[src/rtl/bus_invert_serializer.sv]
// rtl/bus_invert_serializer.sv - MSB-first 8-bit serializer with bus-invert decision and running disparity
module bus_invert_serializer (
  input  logic       clk,
  input  logic       rst_n,
  input  logic [7:0] din,
  input  logic       din_valid,
  output logic       din_ready,
  input  logic       inv_en,
  output logic       a,
  output logic       inv_signal,
  output logic       bit_valid,
  output logic       first_bit,
  output logic [4:0] disparity
);

  localparam logic [0:0] ST_IDLE  = 1'b0;
  localparam logic [0:0] ST_SHIFT = 1'b1;

  logic [0:0]        state_q, state_d;
  logic [2:0]        bit_cnt_q, bit_cnt_d;
  logic [7:0]        word_q, word_d;
  logic              a_q, a_d;
  logic              inv_q, inv_d;
  logic              valid_q, valid_d;
  logic              first_q, first_d;
  logic signed [4:0] rd_q, rd_d;

  logic [3:0]        ones;
  logic signed [5:0] word_disp;
  logic signed [5:0] rd_ext;
  logic signed [5:0] rd_next;
  logic              invert;
  logic              take;

  assign din_ready  = rst_n && ((state_q == ST_IDLE) || (bit_cnt_q == 3'd0));
  assign take       = din_valid && din_ready;
  assign a          = a_q;
  assign inv_signal = inv_q;
  assign bit_valid  = valid_q;
  assign first_bit  = first_q;
  assign disparity  = rd_q;

  // Word disparity and the invert decision; |rd| stays within 8 because
  // inversion only happens when rd and d share a sign.
  always_comb begin
    ones = 4'd0;
    for (int i = 0; i < 8; i++) begin
      ones = ones + {3'd0, din[i]};
    end
    word_disp = $signed({1'b0, ones, 1'b0}) - 6'sd8;
    rd_ext    = {rd_q[4], rd_q};
    invert    = inv_en && (word_disp != 6'sd0) && (rd_q != 5'sd0) &&
                (word_disp[5] == rd_q[4]);
    rd_next   = invert ? (rd_ext - word_disp) : (rd_ext + word_disp);
  end

  always_comb begin
    state_d   = state_q;
    bit_cnt_d = bit_cnt_q;
    word_d    = word_q;
    a_d       = a_q;
    inv_d     = inv_q;
    valid_d   = valid_q;
    first_d   = first_q;
    rd_d      = rd_q;
    if (take) begin
      state_d   = ST_SHIFT;
      bit_cnt_d = 3'd7;
      word_d    = din;
      a_d       = din[7];
      first_d   = 1'b1;
      valid_d   = 1'b1;
      inv_d     = invert;
      if (inv_en) begin
        rd_d = rd_next[4:0];
      end
    end else if (state_q == ST_SHIFT) begin
      if (bit_cnt_q != 3'd0) begin
        bit_cnt_d = bit_cnt_q - 3'd1;
        a_d       = word_q[bit_cnt_q - 3'd1];
        first_d   = 1'b0;
      end else begin
        state_d = ST_IDLE;
        valid_d = 1'b0;
        first_d = 1'b0;
        inv_d   = 1'b0;
        a_d     = 1'b0;
      end
    end
  end

  always_ff @(posedge clk) begin
    if (!rst_n) begin
      state_q   <= ST_IDLE;
      bit_cnt_q <= 3'd0;
      word_q    <= 8'd0;
      a_q       <= 1'b0;
      inv_q     <= 1'b0;
      valid_q   <= 1'b0;
      first_q   <= 1'b0;
      rd_q      <= 5'sd0;
    end else begin
      state_q   <= state_d;
      bit_cnt_q <= bit_cnt_d;
      word_q    <= word_d;
      a_q       <= a_d;
      inv_q     <= inv_d;
      valid_q   <= valid_d;
      first_q   <= first_d;
      rd_q      <= rd_d;
    end
  end

endmodule

[config.mk]
export PLATFORM = sky130hd
export DESIGN_NAME = bus_invert_serializer
export DESIGN_NICKNAME = d
export VERILOG_FILES = /design/src/rtl/bus_invert_serializer.sv
export SDC_FILE = /design/constraint.sdc
export NUM_CORES = 1
export LEC_CHECK = 0
export CAP_MARGIN = 5
export CORE_ASPECT_RATIO = 0.6
export CORE_UTILIZATION = 30
export CTS_CLUSTER_DIAMETER = 120
export CTS_CLUSTER_SIZE = 28
export DETAILED_ROUTE_END_ITERATION = 8
export PLACE_DENSITY = 0.56
export SLEW_MARGIN = 20
export SYNTH_ARGS = -nofsm -noshare
export SYNTH_HDL_FRONTEND = slang
export SYNTH_SLANG_ARGS = --single-unit
[constraint.sdc]
create_clock -name clk -period 6.8 [get_ports clk]
set_clock_uncertainty 0.2 [all_clocks]
set_input_delay 2.04 -clock clk [delete_from_list [all_inputs] [get_ports clk]]
set_output_delay 2.04 -clock clk [all_outputs]
set_load 0.05 [all_outputs]
==> reports/metrics.csv <==
metric,value,unit
CP cell instances,"buf_6, inv_2, fa_1, fa_1, fa_1, inv_2, ha_4, fa_2, inv_2, ha_2, a211o_1, a21oi_4, mux2_4, inv_2, ha_4, nand3b_1, and3b_2, nor2_4, or4_1, nand4_1",
WL per Instance,11.8,um
Seq cells post-synth,20,
total clock sinks,20,
prevailing post-synth register cell,dfxtp_1,
Rows,18,
"Clk Latency, worst-skew pair",250,ps
post-synthesis mux area share,5.74,%
Yosys top cell area share,29.6,%
VDD IR-drop max,0.144,mV
area occupied by multi-input gates,910,um2
crit path DAT,6720,ps
gr usage total,13.0,%
final hold violations,0,
status,completed,
critical path endpoint category,flop,
R2R Path Start,disparity[2]$_SDFFE_PN0P_,
Longest Clk Path Bufs,2,
GRT overflow,0,
Tot Pwr,586,uW
IO Count,22,
final instance area,1820,um2
simple-gate share of the synthesized area,18.4,%
slowest CP cell,fa_1,
starting density of the core,32.1,%
max incr delay on CP,540,ps
cell area after synthesis,1350,um2
# nets final,214,
DR vias/cell,4.63,
Yosys cell types,44,
RSZ-0062 raised after global routing,yes,
Slew Limit Headroom,66.7,%
antenna violation net count after detailed routing,0,
maxcap violations,0,
hold buffer count at cts,0,
"Seq/Total Area, Yosys",29.6,%
top sig layer,met4,
PortBufs,20,
CP Launch Type,input pin,
initial antenna violation count,0,
Final setup viols,0,
TritonCTS buffer count,3,
Area after DPL,1680,um2
Power Dens Cells,322,nW/um2
Post-Synth Adder-Cell Area,17.6,%
drt pass-1 iters,4,
CP Class,in -> reg,
Routability Congestion,0.795,
"EDFF count, synth",0,
commonest cells in the netlist,"dfxtp_1, inv_1, nand2_1",
diode count,0,
Worst-Margin Slew,498,ps
Routed WL,2.88,mm
met2 WL,1.15,mm
Hold WC Path Type,reg -> reg,
Required @ worst endpoint,6790,ps
Synth Warn #,0,
DP HPWL,2.25,mm
Detail Route met3 WL,158,um
layout cells sized above 1,27.2,%
Final Cycle Share,98.9,%
Critical path origin,din[0],
Fill cells,424,
post-route minimum period,6730,ps
Area contributors post-synth,"dfxtp_1, ha_1, fa_1, inv_1, nand2_1",
"Reg clk slew, reported paths",70,ps
dominant cell by count in the synthesized netlist,dfxtp_1,
area delta synth->final,34.6,%
first-pass GRT wire length,4.65,mm
met1 wire length,1.56,mm
CP dominant cell by count,inv_2,
register area,400,um2
Die Y,54.0,um
static leakage,0.000772,uW
DRC Markers,0,
Synth Area in Compound Gates,17.5,%
CTS tree,yes,
Die Area,4790,um2
hold wc startpoint,word_q[2]$_SDFFE_PN0P_,
DRT iter0 DRCs,26,
Post-synth ARST share,0,%
crit path max fanout,3,
die width,88.6,um
Post-Syn Instances,151,
"Avg Cell Area, Syn",8.95,um2
Slew Limit Fails,0,
vias post-DR,1129,
vias in the first global route,1025,
core area,4210,um2
pin count of the biggest net entering global routing,26,
maximum clock rate,149,MHz
"area leader, netlist",dfxtp_1,
Root Buffer,clkbuf_8,
main combinational cell family by area after synthesis,simple AND/OR/NAND/NOR gates,
syn nets,179,
Synth Area in XOR/XNOR,3.15,%
H-tree level count,1,
==> layout by cell type (no fill, tap or decap), types with 3 or more instances in the layout <==
cell	synthesis	layout
inv_1	19	13
o211a_1	3	3
o21ai_0	10	10
inv_2	1	7
nor3_1	3	3
nor2b_1	3	3
ha_1	11	7
fa_1	5	4
nand3_1	9	9
clkdlybuf4s50_1	0	17
nand2b_1	3	3
nand2_1	14	14
buf_4	1	16
dfxtp_1	20	20
clkbuf_8	0	3
nor2_1	5	3
xnor2_1	3	3
==> per-stage QoR <==
step | worst slack, ps | utilization (%) | setup TNS, ps | hold slack [ps] | cells
after floorplan | 16.4 | - | 0 | 233 | 151
after global placement | -479 | 39.9 | -895 | 247 | 234
after detailed placement | -587 | 39.9 | -1110 | 257 | 234
after CTS | 49.2 | 41.4 | 0 | 269 | 238
after global routing | -54.5 | 43.2 | -54.5 | 296 | 244
final | 73.5 | 43.2 | 0 | 260 | 244
==> worst max-delay path, delay by kind of cell <==
kind                       cells  cell delay [ps]
buffers and inverters          5              260
AOI/OAI and AO/OA              2              530
adders and majority gates      7             2510
and+or+nand+nor                5             1030
muxes                          1              330
==> layer usage <==
metal | track usage, % | up-vias
met4 | 0.806 | 0
met2 | 20.1 | 22
met3 | 4.29 | 2
met1 | 18.3 | 515
li1 | - | 590
met5 | 0 | -
==> cell type report <==
cell class / count / share of cell area [%]
Sequential cell: 20 / 22.0
Inverter: 20 / 4.13
Clock buffer: 3 / 2.27
Timing Repair Buffer: 36 / 17.5
Tap cell: 60 / 4.13
Multi-Input combinational cell: 105 / 50.0
==> sequential cells by signal, indices dropped and copies added, names as in the netlist <==
signal      flops
bit_valid       1
a               1
state_q         1
disparity       4
inv_signal      1
first_bit       1
word_q          8
bit_cnt_q       3
==> path summary, 6_finish.rpt <==
kind                               endpoint  slack, ps  cells past startpoint
setup / recovery  disparity[4]$_SDFFE_PN0P_         70                     20
hold / removal       word_q[2]$_SDFFE_PN0P_        260                      2
setup reg to reg  disparity[4]$_SDFFE_PN0P_       3950                     11
hold reg to reg      word_q[2]$_SDFFE_PN0P_        260                      2
==> power by group <==
group	internal [uW]	switching [uW]	total [uW]
logic	190	177	367
clock network	39.4	36.6	76.0
registers	131	13.1	144
==> what timing repair did <==
item,4_1_cts,5_1_grt
setup buffers,1,6
pin swaps,8,15
endpoints found under the setup margin,2,1
resized for setup,13,16
==> cell families after synthesis <==
group / count (synthesis)
DFF: 20
muxes: 5
other: 1
buffers and inverters: 26
and+or+nand+nor: 48
AOI/OAI and AO/OA: 31
xor gates and xnor gates: 4
adders and majority gates: 16
Note: power is estimated with default switching activity, not from simulation.
